**src/rtl/multicycle_control_unit.sv**
```systemverilog
// multicycle_control_unit
// Moore FSM that walks each MIPS instruction through fetch, decode, execute,
// memory and writeback, driving the control lines of a shared-memory
// multicycle datapath. It also keeps a sticky illegal-opcode flag and a
// retired-instruction counter.
// Optional build macro: MCU_STALL_EN adds the mem_ready port. With it,
// FETCH, MEM_RD and MEM_WR wait for memory to finish.
module multicycle_control_unit #(
  parameter int OPCODE_W = 6,
  parameter int ALUOP_W  = 3,
  parameter int CNT_W    = 16
) (
  input  logic                clk,
  input  logic                rst,
  input  logic [OPCODE_W-1:0] opcode,
  input  logic [OPCODE_W-1:0] funct,
`ifdef MCU_STALL_EN
  input  logic                mem_ready,
`endif
  output logic                pc_write,
  output logic                pc_write_cond,
  output logic                branch_ne,
  output logic                i_or_d,
  output logic                mem_read,
  output logic                mem_write,
  output logic                mem_to_reg,
  output logic                ir_write,
  output logic                alu_src_a,
  output logic                reg_write,
  output logic                reg_dst,
  output logic                ext_zero,
  output logic [1:0]          pc_source,
  output logic [1:0]          alu_src_b,
  output logic [ALUOP_W-1:0]  alu_op,
  output logic [3:0]          state,
  output logic                illegal_op,
  output logic [CNT_W-1:0]    instr_retired
);

  localparam logic [3:0] S_FETCH    = 4'd0;
  localparam logic [3:0] S_DECODE   = 4'd1;
  localparam logic [3:0] S_MEM_ADDR = 4'd2;
  localparam logic [3:0] S_MEM_RD   = 4'd3;
  localparam logic [3:0] S_MEM_WB   = 4'd4;
  localparam logic [3:0] S_MEM_WR   = 4'd5;
  localparam logic [3:0] S_R_EXEC   = 4'd6;
  localparam logic [3:0] S_R_WB     = 4'd7;
  localparam logic [3:0] S_BRANCH   = 4'd8;
  localparam logic [3:0] S_JUMP     = 4'd9;
  localparam logic [3:0] S_I_EXEC   = 4'd10;
  localparam logic [3:0] S_I_WB     = 4'd11;
  localparam logic [3:0] S_JR       = 4'd12;
  localparam logic [3:0] S_RST      = 4'd13;

  localparam logic [OPCODE_W-1:0] OP_RTYPE = 6'b000000;
  localparam logic [OPCODE_W-1:0] OP_J     = 6'b000010;
  localparam logic [OPCODE_W-1:0] OP_BEQ   = 6'b000100;
  localparam logic [OPCODE_W-1:0] OP_BNE   = 6'b000101;
  localparam logic [OPCODE_W-1:0] OP_ADDI  = 6'b001000;
  localparam logic [OPCODE_W-1:0] OP_ADDIU = 6'b001001;
  localparam logic [OPCODE_W-1:0] OP_SLTI  = 6'b001010;
  localparam logic [OPCODE_W-1:0] OP_SLTIU = 6'b001011;
  localparam logic [OPCODE_W-1:0] OP_ANDI  = 6'b001100;
  localparam logic [OPCODE_W-1:0] OP_ORI   = 6'b001101;
  localparam logic [OPCODE_W-1:0] OP_LUI   = 6'b001111;
  localparam logic [OPCODE_W-1:0] OP_LW    = 6'b100011;
  localparam logic [OPCODE_W-1:0] OP_SW    = 6'b101011;
  localparam logic [OPCODE_W-1:0] FN_JR    = 6'b001000;

  localparam logic [ALUOP_W-1:0] ALU_ADD   = 3'b000;
  localparam logic [ALUOP_W-1:0] ALU_SUB   = 3'b001;
  localparam logic [ALUOP_W-1:0] ALU_FUNCT = 3'b010;
  localparam logic [ALUOP_W-1:0] ALU_AND   = 3'b011;
  localparam logic [ALUOP_W-1:0] ALU_OR    = 3'b100;
  localparam logic [ALUOP_W-1:0] ALU_SLT   = 3'b101;
  localparam logic [ALUOP_W-1:0] ALU_SLTU  = 3'b110;
  localparam logic [ALUOP_W-1:0] ALU_LUI   = 3'b111;

  logic [3:0]          state_q, state_d;
  logic [OPCODE_W-1:0] op_q, fn_q;
  logic                illegal_q;
  logic [CNT_W-1:0]    cnt_q;
  logic                retire_s;
  logic                illegal_set_s;
  logic                mem_ok_s;

`ifdef MCU_STALL_EN
  assign mem_ok_s = mem_ready;
`else
  assign mem_ok_s = 1'b1;
`endif

  // ALU operation for immediate-format instructions, from the latched opcode
  function automatic logic [ALUOP_W-1:0] imm_alu_op(input logic [OPCODE_W-1:0] op);
    case (op)
      OP_ANDI:  imm_alu_op = ALU_AND;
      OP_ORI:   imm_alu_op = ALU_OR;
      OP_SLTI:  imm_alu_op = ALU_SLT;
      OP_SLTIU: imm_alu_op = ALU_SLTU;
      OP_LUI:   imm_alu_op = ALU_LUI;
      default:  imm_alu_op = ALU_ADD;
    endcase
  endfunction

  // Next-state selection, retire strobe and illegal-opcode detection
  always_comb begin
    state_d       = state_q;
    retire_s      = 1'b0;
    illegal_set_s = 1'b0;
    case (state_q)
      S_RST:   state_d = S_FETCH;
      S_FETCH: if (mem_ok_s) state_d = S_DECODE; else state_d = S_FETCH;
      S_DECODE: begin
        case (opcode)
          OP_LW, OP_SW:    state_d = S_MEM_ADDR;
          OP_RTYPE:        if (funct == FN_JR) state_d = S_JR; else state_d = S_R_EXEC;
          OP_BEQ, OP_BNE:  state_d = S_BRANCH;
          OP_J:            state_d = S_JUMP;
          OP_ADDI, OP_ADDIU, OP_ANDI, OP_ORI,
          OP_SLTI, OP_SLTIU, OP_LUI: state_d = S_I_EXEC;
          default: begin
            state_d       = S_FETCH;
            illegal_set_s = 1'b1;
          end
        endcase
      end
      S_MEM_ADDR: if (op_q == OP_LW) state_d = S_MEM_RD; else state_d = S_MEM_WR;
      S_MEM_RD:   if (mem_ok_s) state_d = S_MEM_WB; else state_d = S_MEM_RD;
      S_MEM_WR: begin
        if (mem_ok_s) begin
          state_d  = S_FETCH;
          retire_s = 1'b1;
        end else begin
          state_d  = S_MEM_WR;
        end
      end
      S_R_EXEC: state_d = S_R_WB;
      S_I_EXEC: state_d = S_I_WB;
      S_MEM_WB, S_R_WB, S_BRANCH, S_JUMP, S_I_WB, S_JR: begin
        state_d  = S_FETCH;
        retire_s = 1'b1;
      end
      default: state_d = S_RST;
    endcase
  end

  // Moore control decode from state and the latched instruction fields
  always_comb begin
    pc_write      = 1'b0;
    pc_write_cond = 1'b0;
    branch_ne     = 1'b0;
    i_or_d        = 1'b0;
    mem_read      = 1'b0;
    mem_write     = 1'b0;
    mem_to_reg    = 1'b0;
    ir_write      = 1'b0;
    alu_src_a     = 1'b0;
    reg_write     = 1'b0;
    reg_dst       = 1'b0;
    ext_zero      = 1'b0;
    pc_source     = 2'b00;
    alu_src_b     = 2'b00;
    alu_op        = ALU_ADD;
    case (state_q)
      S_FETCH: begin
        mem_read  = 1'b1;
        ir_write  = mem_ok_s;
        pc_write  = mem_ok_s;
        alu_src_b = 2'b01;
      end
      S_DECODE:   alu_src_b = 2'b11;
      S_MEM_ADDR: begin
        alu_src_a = 1'b1;
        alu_src_b = 2'b10;
      end
      S_MEM_RD: begin
        mem_read = 1'b1;
        i_or_d   = 1'b1;
      end
      S_MEM_WB: begin
        mem_to_reg = 1'b1;
        reg_write  = 1'b1;
      end
      S_MEM_WR: begin
        mem_write = 1'b1;
        i_or_d    = 1'b1;
      end
      S_R_EXEC: begin
        alu_src_a = 1'b1;
        alu_op    = ALU_FUNCT;
      end
      S_R_WB: begin
        reg_dst   = 1'b1;
        reg_write = 1'b1;
      end
      S_BRANCH: begin
        alu_src_a     = 1'b1;
        alu_op        = ALU_SUB;
        pc_write_cond = 1'b1;
        pc_source     = 2'b01;
        branch_ne     = (op_q == OP_BNE);
      end
      S_JUMP: begin
        pc_write  = 1'b1;
        pc_source = 2'b10;
      end
      S_I_EXEC: begin
        alu_src_a = 1'b1;
        alu_src_b = 2'b10;
        alu_op    = imm_alu_op(op_q);
        ext_zero  = (op_q == OP_ANDI) || (op_q == OP_ORI);
      end
      S_I_WB: begin
        reg_write = 1'b1;
        alu_op    = imm_alu_op(op_q);
        ext_zero  = (op_q == OP_ANDI) || (op_q == OP_ORI);
      end
      S_JR: begin
        // JR is only entered when the latched funct selected it
        pc_write  = (fn_q == FN_JR);
        pc_source = 2'b11;
      end
      default: pc_source = 2'b00;
    endcase
  end

  // State, instruction-field latch, sticky illegal flag and retire counter
  always_ff @(posedge clk or posedge rst) begin
    if (rst) begin
      state_q   <= S_RST;
      op_q      <= '0;
      fn_q      <= '0;
      illegal_q <= 1'b0;
      cnt_q     <= '0;
    end else begin
      state_q <= state_d;
      if (state_q == S_DECODE) begin
        op_q <= opcode;
        fn_q <= funct;
      end
      if (illegal_set_s) illegal_q <= 1'b1;
      if (retire_s) cnt_q <= cnt_q + CNT_W'(1);
    end
  end

  assign state         = state_q;
  assign illegal_op    = illegal_q;
  assign instr_retired = cnt_q;

endmodule

```
**config.mk**
```make
export PLATFORM = sky130hd
export DESIGN_NAME = multicycle_control_unit
export DESIGN_NICKNAME = d
export VERILOG_FILES = /design/src/rtl/multicycle_control_unit.sv
export SDC_FILE = /design/constraint.sdc
export NUM_CORES = 1
export LEC_CHECK = 0
export CORE_UTILIZATION = 40
export CTS_CLUSTER_DIAMETER = 60
export DETAILED_ROUTE_END_ITERATION = 8
export GPL_TIMING_DRIVEN = 1
export PLACE_DENSITY = 0.7
export SYNTH_ARGS = -nofsm -noshare
export SYNTH_HDL_FRONTEND = slang
export SYNTH_SLANG_ARGS = --single-unit
export TNS_END_PERCENT = 5
```
**constraint.sdc**
```tcl
create_clock -name clk -period 2.04 [get_ports clk]
set_clock_uncertainty 0.05 [all_clocks]
set_input_delay 0.306 -clock clk [delete_from_list [all_inputs] [get_ports clk]]
set_output_delay 0.306 -clock clk [all_outputs]
set_load 0.1 [all_outputs]
```
## Word level (Yosys, flattened, before mapping)

Index checks and enable logic that the tools add are counted.

- Flip-flop bits (word level): 33
- Input port bits: 14
- Output and inout port bits: 40
- Logic and storage cells: 79

- Add/subtract/negate cells: 1
- Eq/ne operators: 34
- Mux-type cells: 23
- Reduce and logical (&&, ||, !) cells: 16

Operators with widths:

| kind | count |
|---|---|
| $eq 6x4->1 const B | 14 |
| $pmux 4 s7 | 1 |
| $eq 4x4->1 const B | 6 |
| $pmux 4 s5 | 1 |
| $eq 6x3->1 const B | 3 |
| $eq 6x6->1 const B | 3 |
| $add 16x1->16 const B | 1 |
| $eq 4x3->1 const B | 4 |
| $pmux 3 s5 | 1 |
| $mux 1 | 14 |
| $reduce_or 2->1 | 7 |
| $reduce_or 7->1 | 2 |
| $reduce_or 13->1 | 1 |
| $pmux 2 s3 | 2 |
| $pmux 3 s3 | 1 |
| $eq 4x2->1 const B | 2 |
| $reduce_or 8->1 | 1 |
| $eq 6x2->1 const B | 1 |
| $logic_not 6->1 | 1 |
| $eq 4x1->1 const B | 1 |
| $logic_not 4->1 | 1 |
| $mux 4 | 1 |
| $reduce_or 4->1 | 1 |
| $mux 3 | 1 |
| other kinds (3) | 3 |

## Depth between registers and ports, before layout

Gate-level depths: netlist of the first run.

- Depth after elaboration: 4
- Depth in mapped cells: 6
- Depth with buffers taken out: 4

## Worst setup path after synthesis of the first run

Ideal clock, no wire load.

- Path kind: register to output
- From: reg state_q[3] (netlist: state[3])
- To: out alu_op[2]
- Arrival: 5.897 ns
- Required time: 1.684 ns
- Slack: -4.213 ns
- Cell stages (with the launch flop): 4
- Path buffers: 1
- Cells stage by stage: dfstp_2 > buf_2 > nand2_1 > a2111oi_0

- Word-level cells in the longest chain between the ends: 3

Ends and longest elaborated chain:

| what | line | text |
|---|---|---|
| start: declaration | 79 | `logic [3:0] state_q, state_d;` |
| start signal: assignment | 236 | `state_q <= state_d;` |
| $eq 4x4->1 | 164 | `case (state_q)` |
| $reduce_or 2->1 (no line) | n/a |  |
| $pmux 3 s3 * | 164 |  |
| end: declaration | 34 | `output logic [ALUOP_W-1:0] alu_op,` |

Mark *: on every way between the ends. The rest lies on a longest branch, timed or not.

## Final worst setup path of the first run

- From: reg op_q[0]
- To: out alu_op[0]

- Word-level cells in the longest chain between the ends: 3

Ends and longest elaborated chain:

| what | line | text |
|---|---|---|
| start: declaration | 80 | `logic [OPCODE_W-1:0] op_q, fn_q;` |
| start signal: assignment | 238 | `op_q <= opcode;` |
| $eq 6x4->1 | 95 | `case (op)` |
| $pmux 3 s5 * | 95 |  |
| $pmux 3 s3 * | 164 |  |

Marked as above.

==> results of run 1 <==
==> kinds of logic (layout without fill, tap and decap cells) <==
group / count (synthesis) / in the layout
and+or+nand+nor: 82 / 82
DFF: 33 / 33
buffers and inverters: 17 / 92
adders and majority gates: 1 / 1
AOI/OAI and AO/OA: 25 / 25
xor gates and xnor gates: 18 / 18
muxes: 13 / 13
==> registers in the layout, summed over array words and instances, names as in the netlist <==
signal,count
fn_q,6
illegal_op,1
instr_retired,16
op_q,6
state,4
==> layout make-up <==
cell class / count / area share, %
clock buffer: 7 / 2.70
clock inverter: 1 / 0.939
inverter: 8 / 0.939
multi-input combinational: 139 / 37.7
sequential: 33 / 26.3
tap: 67 / 2.62
timing repair buffer: 76 / 28.9
==> metal layers <==
layer | part of all wire (%) | vias up
li1 | - | 811
met1 | 47 | 805
met2 | 50 | 36
met3 | 3.0 | 5
met4 | 0.80 | 0
met5 | 0 | -
==> final timing paths <==
check | from | to | slack [ns] | cells past startpoint
worst max-delay path | op_q[0] | alu_op[0] | -0.06 | 5
worst min-delay path | rst | instr_retired[15] | 0.36 | 3
worst max register to register | state[3] | instr_retired[10] | 0.25 | 6
worst min register to register | illegal_op | illegal_op | 0.42 | 1
max in group asynchronous | rst | state[3] | 1.24 | 3
min in group clk | illegal_op | illegal_op | 0.42 | 1
==> power by group <==
group	switching (mW)	total (mW)	internal, mW
clock	0.236	0.634	0.398
sequential	0.196	1.07	0.869
combinational	1.91	3.14	1.23
total	2.34	4.84	2.50
==> cell usage after synthesis, types with 2 or more instances <==
master and n:
nand4b_1 2, nand2_1 12, dfstp_2 3, dfrtp_1 30, nor2_1 19, xor2_1 10
a21oi_1 10, nand2b_1 3, mux2_2 6, nor3_1 5, nor3b_2 2, nor2b_1 4
nand3_1 8, buf_6 3, inv_1 7, or2_2 2, xnor2_1 8, o21ai_0 2
nor3_2 6, mux2_4 7, nand4_1 3, clkbuf_1 4, nor3b_1 2, or2_1 2
nor4b_1 2
==> per-stage QoR <==
stage / total power [mW] / TNS, ns / cell area, sq um
5_1_grt: 5.07 / -0.661 / 3200
6_report: 4.84 / -0.114 / 3200
2_1_floorplan: 3.14 / -13.41 / 2100
3_3_place_gp: 3.98 / 0 / 2920
4_1_cts: 4.79 / -0.216 / 3160
3_5_place_dp: 4.03 / 0 / 2920
==> tightest hold or removal path, cell delays in order <==
cell             delay (ns)
clkdlybuf4s50_1        0.39
inv_1                  0.05
buf_4                  0.37
==> repair_timing <==
action,4_1_cts,5_1_grt
endpoints found under the setup margin,10,11
buffers inserted,10,2
hold endpoints to repair,0,0
hold buffers,0,0
pin swaps,8,4
gates resized for setup,14,7
==> results.txt, run 1 <==
Final core occ -> 67.7%
Slew headroom -> 65.9%
Drt first pass iters -> 6
Starting Density -> 41.7%
Chip width -> 72.2 microns
Fin Hold WS -> 0.358 ns
Seq. cell area -> 841 sq um
Clock Path Buffers -> 2
Pwr per Cell Area -> 1510 nW/um^2
Syn_area_per_cell -> 10.4 sq um
Outcome -> finished with violations
Worst setup EP type -> output port
Fmax achieved -> 0.475 GHz
Proportion of synthesized area in mux cells -> 8.77%
Commonest non-fill, non-tap cell in the layout -> buf_4
Worst EP arrival -> 1.75 ns
Tcrit/Tclk final -> 103%
Vias in the first global route -> 1611
Root Driver -> clkbuf_8
Sinks on Clock Net -> 33
Violated checks -> negative setup slack
Area fraction of the dominant cell type after synthesis -> 38.1%
Critical path cell sequence -> nor3b_2 > a21oi_1 > or3b_1 > a21oi_2 > buf_12
Adder-cell area share of the yosys netlist -> 0.635%
Asr flop ratio synth -> 100%
Met1 GRT Util -> 28.3%
Synth Register Bits -> 33
Worst setup SP type -> register
GRT Residual Overflow -> 0
Total CTS buffers -> 5
Crit path time final -> 2.10 ns
Number of synthesized flops with an enable pin -> 0
Die area -> 5210 sq um
Area occupied by multi-input gates -> 1200 sq um
Total Routed Length -> 4.76 mm
Routed WL per cell -> 14.4 microns
Clock transition at path regs -> 0.07 ns
Slowest-stage cell, CP -> dfrtp_2
Max cap viols -> 0
Residual DRC -> 0
Worst slew pin tran -> 0.511 ns
H-tree depth -> 2
First-pass GRT wire length -> 8.07 mm
I/O pin count -> 54
Pleak -> 1.34 nW
HPWL Detailed -> 3.42 mm
Pre-CTS setup slack -> 0.129 ns
Layout filler cell count -> 350
Grt met3 use -> 3.61%
Req. time, crit path -> 1.68 ns
Crit Path Category -> reg -> out
Met2 GRT Util -> 31.8%
Layout net count -> 278
Mapped Nets -> 204
Row cnt -> 25
Slowest cell delay on critical path -> 0.45 ns
YS warnings -> 0
Fin. Hold Viols -> 0
Worst setup margin -> -0.0635 ns
Largest net degree at the start of global routing -> 34
Top Usage Layer GRT -> met2
Worst Path Max Fanout -> 4
Synth Area in Compound Gates -> 8.64%
GRT Overall Usage -> 19.9%
Max-slew violation total from the final report -> 0
Vias/cell -> 5.01
IO buf count -> 53
DRT iter0 DRCs -> 52
Area contributors post-synth -> dfrtp_1 38%, mux2_4 5.3%, xor2_1 4.4%
Min-delay worst type -> in -> async
Seq/Total Area, Yosys -> 42.1%
Most frequent cells in the layout -> 36 x buf_4, 26 x dfrtp_1, 25 x buf_12
Cell taking the most area after synthesis -> dfrtp_1
Xor/xnor share of the synthesized area -> 8.01%
Worst vdd ir -> 0.993 mV
Layout Cells excl Fill -> 331
Clock Latency Late Sink -> 0.28 ns
Initial antenna violation count -> 0
Share of layout cells above drive strength 1 -> 50.0%
Ant diodes -> 0
CORE AREA -> 4720 sq um
Inst Count DP -> 311
Largest family of logic cells by synthesized area -> simple AND/OR/NAND/NOR gates
Simple-Gate Fraction of Synth Area -> 27.2%
Via Count -> 1657
Area growth, synth to finish -> 62.5%
Worst Path Buf+Inv -> 1
CP top delay family -> simple AND/OR/NAND/NOR gates
ANT nets after route -> 0
Synth cell types -> 52
Cells after synthesis -> 189
Die Height -> 72.2 microns
Area of the mapped netlist -> 1970 sq um
RePlAce Congestion -> 0.747
CTS tree -> yes
Setup Viol. Count Final -> 4
RSZ-0062 raised after global routing -> yes
Dominant synthesized flop cell -> dfrtp_1
No activity file was read; power rests on OpenSTA's default activity.
==> run 2, diff against run 1 <==
- clock period: 2.04 -> 2.2 ns (I/O delays scaled with it)
==> run 2 against run 1 <==
The flow finishes with violations (design-rule violations). Non-clock buffer count decreased by 9. Global-route usage down 1.5 points. Die area unchanged. Clock power shrank 7.4%. Combinational power down 14%. Critical path type unchanged. Largest cell class unchanged. Largest power group unchanged.
==> results.txt, run 2 (synthesis gave the netlist of run 1 again) <==
Row cnt -> 25 (unchanged)
Total CTS buffers -> 5 (unchanged)
Initial antenna violation count -> 0 (unchanged)
Largest register FFs -> 16 (unchanged)
CTS Hold Bufs -> 0 (unchanged)
Sinks on Clock Net -> 33 (unchanged)
Routed WL per cell -> 13.5 microns (-5.8%)
Worst setup SP type -> register
Tcrit/Tclk final -> 98.2%
Vias/cell -> 5.06 (+1.1%)
Slowest cell delay on critical path -> 0.65 ns (+0.20 ns)
Layout filler cell count -> 360 (+2.9%)
ANT nets after route -> 0 (unchanged)
Clock transition at path regs -> 0.07 ns (about the same)
Ant diodes -> 0 (unchanged)
Slowest-stage cell, CP -> dfstp_4
Die area -> 5210 sq um (unchanged)
Most frequent cells in the layout -> 31 x buf_4, 25 x dfrtp_1, 22 x buf_12
Setup Viol. Count Final -> 0 (-4)
Pwr per Cell Area -> 1400 nW/um^2 (-7.5%)
RSZ-0062 raised after global routing -> yes
Largest net degree at the start of global routing -> 34 (unchanged)
Req. time, crit path -> 1.82 ns (+0.14 ns)
Slew headroom -> 66.1% (+0.15 points)
Crit path time final -> 2.16 ns
Layout Cells excl Fill -> 322 (-2.7%)
Pleak -> 1.30 nW (-2.9%)
Worst slew pin tran -> 0.509 ns (-0.00232 ns)
Area growth, synth to finish -> 56.9%
RePlAce Congestion -> 0.750 (+0.42%)
Max cap viols -> 0 (unchanged)
IO buf count -> 53 (unchanged)
CORE AREA -> 4720 sq um (unchanged)
Worst vdd ir -> 0.944 mV (-4.9%)
CTS tree -> yes
Clock Latency Late Sink -> 0.28 ns (about the same)
Layout net count -> 269 (-3.2%)
Fmax achieved -> 0.463 GHz
Min-delay worst type -> in -> async
Critical path cell sequence -> buf_8 > nand2_4 > a2111oi_4 > buf_12
Worst EP arrival -> 1.78 ns (+0.03 ns)
Via Count -> 1629 (-1.7%)
DRT iter0 DRCs -> 94 (+81%)
Share of layout cells above drive strength 1 -> 47.8% (-2.2 points)
Top Usage Layer GRT -> met2
Violated checks -> design-rule violations
Outcome -> finished with violations
Total power -> 4.32 mW (-11%)
GRT Overall Usage -> 18.4% (-1.5 points)
HPWL Detailed -> 3.24 mm (-5.3%)
Final core occ -> 65.4% (-2.3 points)
Inst Count DP -> 306 (-1.6%)
Worst Path Max Fanout -> 10 (+6)
Grt met3 use -> 4.31% (+0.69 points)
TNS Setup -> 0 ns (+0.114 ns)
GRT Residual Overflow -> 0 (unchanged)
Fin. Hold Viols -> 0 (unchanged)
Met2 GRT Util -> 27.8% (-3.9 points)
Crit Path Category -> reg -> out
Die Height -> 72.2 microns (unchanged)
Residual DRC -> 2 (+2)
Commonest non-fill, non-tap cell in the layout -> buf_4
Starting Density -> 41.7% (unchanged)
Drt first pass iters -> 6 (unchanged)
First-pass GRT wire length -> 7.49 mm (-7.1%)
Clock Path Buffers -> 2 (unchanged)
Total Routed Length -> 4.36 mm (-8.4%)
Root Driver -> clkbuf_8
Pre-CTS setup slack -> 0.191 ns (+0.0629 ns)
FF-to-FF path depth -> 5 (-1)
H-tree depth -> 2 (unchanged)
Met1 GRT Util -> 26.3% (-2.0 points)
I/O pin count -> 54 (unchanged)
Vias in the first global route -> 1531 (-5.0%)
Worst setup margin -> 0.0396 ns (+0.103 ns)
Chip width -> 72.2 microns (unchanged)
Worst setup EP type -> output port
Max-slew violation total from the final report -> 0 (unchanged)
## run 2: changes by cell type in the layout (fill, tap and decap cells not counted), moves of 2 or more
cell and change:
buf_12 -3, buf_4 -5, buf_6 -2, nor2_1 +3, nor2_2 -2, or2_2 +2
or2_4 -2
## run 2: worst paths after layout
path                                   startpoint  slack [ns]                end
worst min register to register  instr_retired[15]        0.43  instr_retired[15]
max in group asynchronous                     rst        1.38           state[2]
min in group clk                instr_retired[15]        0.43  instr_retired[15]
worst max register to register           state[0]        0.34  instr_retired[12]
worst min-delay path                          rst        0.39   instr_retired[7]
worst max-delay path                     state[3]        0.04          alu_op[2]
## run 2: critical path: cells and delay by family (launching register included)
kind	cells	cell delay (ns)
buffers and inverters	2	0.36
flip-flops	1	0.65
AO/OA/AOI/OAI	1	0.40
AND/OR/NAND/NOR	1	0.08
## run 2: power breakdown
| part | internal [mW] | switching [mW] | leakage (nW) | total [mW] |
|---|---|---|---|---|
| Clock | 0.369 | 0.218 | 0.0585 | 0.587 |
| Combinational | 1.02 | 1.69 | 0.840 | 2.71 |
| Sequential | 0.808 | 0.216 | 0.405 | 1.02 |
| Total | 2.19 | 2.12 | 1.30 | 4.32 |
## run 2: timing repair
item | 4_1_cts | 5_1_grt
hold endpoints to repair | 0 | 0
pin swaps | 0 | 6
gates resized for setup | 6 | 9
setup endpoints to repair | 5 | 8
setup buffers | 2 | 6
## run 2: area by class of cell
type                    instances  area (sq um)  share of cell area, %
clock inverters                 1          30.0                  0.972
clock buffers                   7          86.3                   2.79
flip-flops and latches         33           842                   27.3
well taps                      67          83.8                   2.71
repair buffers                 67           818                   26.5
inverters                       8          30.0                  0.972
multi-input cells             139          1200                   38.8
## run 2: per-stage QoR
stage / hold slack [ns] / cell area, sq um
after global placement: 0.411 / 2860
after global routing: 0.410 / 3090
after CTS: 0.399 / 3020
after floorplan: 0.407 / 2100
final: 0.390 / 3090
after detailed placement: 0.421 / 2860
## run 2: routing by layer
metal / part of all wire [%] / up-vias
met1: 47 / 782
met5: 0 / -
met4: 1.2 / 0
met2: 48 / 49
met3: 4.1 / 4
li1: - / 794
==> RTL edit (config.mk and constraints of run 2) <==
Set the parameter `CNT_W` to 14 (it was 16).
--- a/src/rtl/multicycle_control_unit.sv
+++ b/src/rtl/multicycle_control_unit.sv
@@ -8,7 +8,7 @@
 module multicycle_control_unit #(
   parameter int OPCODE_W = 6,
   parameter int ALUOP_W  = 3,
-  parameter int CNT_W    = 16
+  parameter int CNT_W    = 14
 ) (
   input  logic                clk,
   input  logic                rst,
Ports: changed (resized instr_retired); port bits go from 54 to 52. No check against the original RTL was run, so the function may have changed too.
==> RTL edit against run 2 <==
The flow finishes with violations (setup timing); cell area shrank 9.5%; sequential cell count decreased by 2; power fell by 23%; hold slack improved by 0.0071 ns; synthesized area down 9.8%; largest power group unchanged; die area decreased by 9.5%; register-to-register slack worse by 0.03 ns; setup slack lost 0.11 ns; largest cell class unchanged; first-iteration DRC count fell by 23%; clock power down 24%; non-clock buffer count down 10; sequential power fell by 5%; critical path depth up 1; wire length down 0.41%.
==> RTL edit: results (changes against run 2) <==
* Routability cong. at 0.832 (+11%)
* Routed Wire Length at 4.34 mm (-0.41%)
* Total setup violations reported at the end of the flow at 1 (+1)
* Min setup slack post-route at -0.0658 ns (-0.105 ns)
* Number of resized instances in the post-cts repair step at 5 (-1)
* Outcome: finished with violations
* Post-synthesis cell type count at 45 (-13%)
* Fraction of layout instances using a drive strength above 1 at 36.0% (-12 points)
* Sequential area share after synthesis at 43.9% (+1.8 points)
* Number of combinational gates with multiple inputs at 136 (-2.2%)
* Routed met2 length at 2.25 mm (+8.4%)
* Combined global-route utilization of all metal layers at 21.2% (+2.8 points)
* Buffers outside the clock class at 57 (-15%)
* Post-Synth XOR/XNOR Area at 7.39% (-0.61 points)
* Max FFs per register at 14 (-2)
* Clk cell area share at 3.13% (-0.63 points)
* Kind of cell adding the most delay to the critical path: simple AND/OR/NAND/NOR gates
* Detail Placement HPWL at 3.34 mm (+3.2%)
* Critical path arrival at 1.89 ns (+0.11 ns)
* Violation count after the first detailed-routing iteration at 72 (-23%)
* CP Max Fanout at 2 (-8)
* Compound-cell area share of the yosys netlist at 9.15% (+0.51 points)
* Layout buffering overhead excluding clock cells at 26.9% (+0.41 points)
* Number of nets in the layout at 251 (-6.7%)
* Average detailed-routed wire length per instance at 15.2 um (+12%)
* Worst supply voltage drop on vdd at 0.596 mV (-37%)
* Filler instances at 326 (-9.4%)
* Port-buffer cells at 51 (-3.8%)
* Number of logic inverters in the finished layout at 5 (-3)
* Leading cell types by count after synthesis: sky130_fd_sc_hd__dfrtp_1, sky130_fd_sc_hd__nor2_1, sky130_fd_sc_hd__nand2_1, sky130_fd_sc_hd__xnor2_1, sky130_fd_sc_hd__mux2_1
* Top area cells in the synthesized netlist: sky130_fd_sc_hd__dfrtp_1, sky130_fd_sc_hd__mux2_1, sky130_fd_sc_hd__xnor2_1
* Met3 capacity usage during global routing at 4.61% (+0.30 points)
* Failing checks: setup timing
* Setup TNS Final at -0.0658 ns (-0.0658 ns)
* Register area at 792 sq um (-5.9%)
* Post-Place Cells at 277 (-9.5%)
[RTL edit: changes by cell type after synthesis, sizes merged, moves of 5 or more]
| cell | run 2 | this run |
|---|---|---|
| xor2 | 10 | 2 |
| nor3 | 11 | 4 |
| a21oi | 10 | 4 |
| and3 | 0 | 5 |
| xnor2 | 8 | 13 |
[RTL edit: power breakdown]
| part | switching, mW | internal [mW] | leakage, nW | total (mW) |
|---|---|---|---|---|
| clock | 0.202 | 0.245 | 0.0470 | 0.447 |
| sequential | 0.217 | 0.754 | 0.383 | 0.972 |
| combinational | 1.25 | 0.640 | 0.700 | 1.89 |
| total | 1.67 | 1.64 | 1.13 | 3.30 |
[RTL edit: path summary, 6_finish.rpt]
path,to,slack (ns),depth (start not counted)
worst max-delay path,pc_write,-0.07,5
worst min-delay path,instr_retired[11],0.40,3
worst max register to register,instr_retired[1],0.31,4
worst min register to register,instr_retired[13],0.42,1
max in group asynchronous,state[3],1.38,3
min in group clk,instr_retired[13],0.42,1
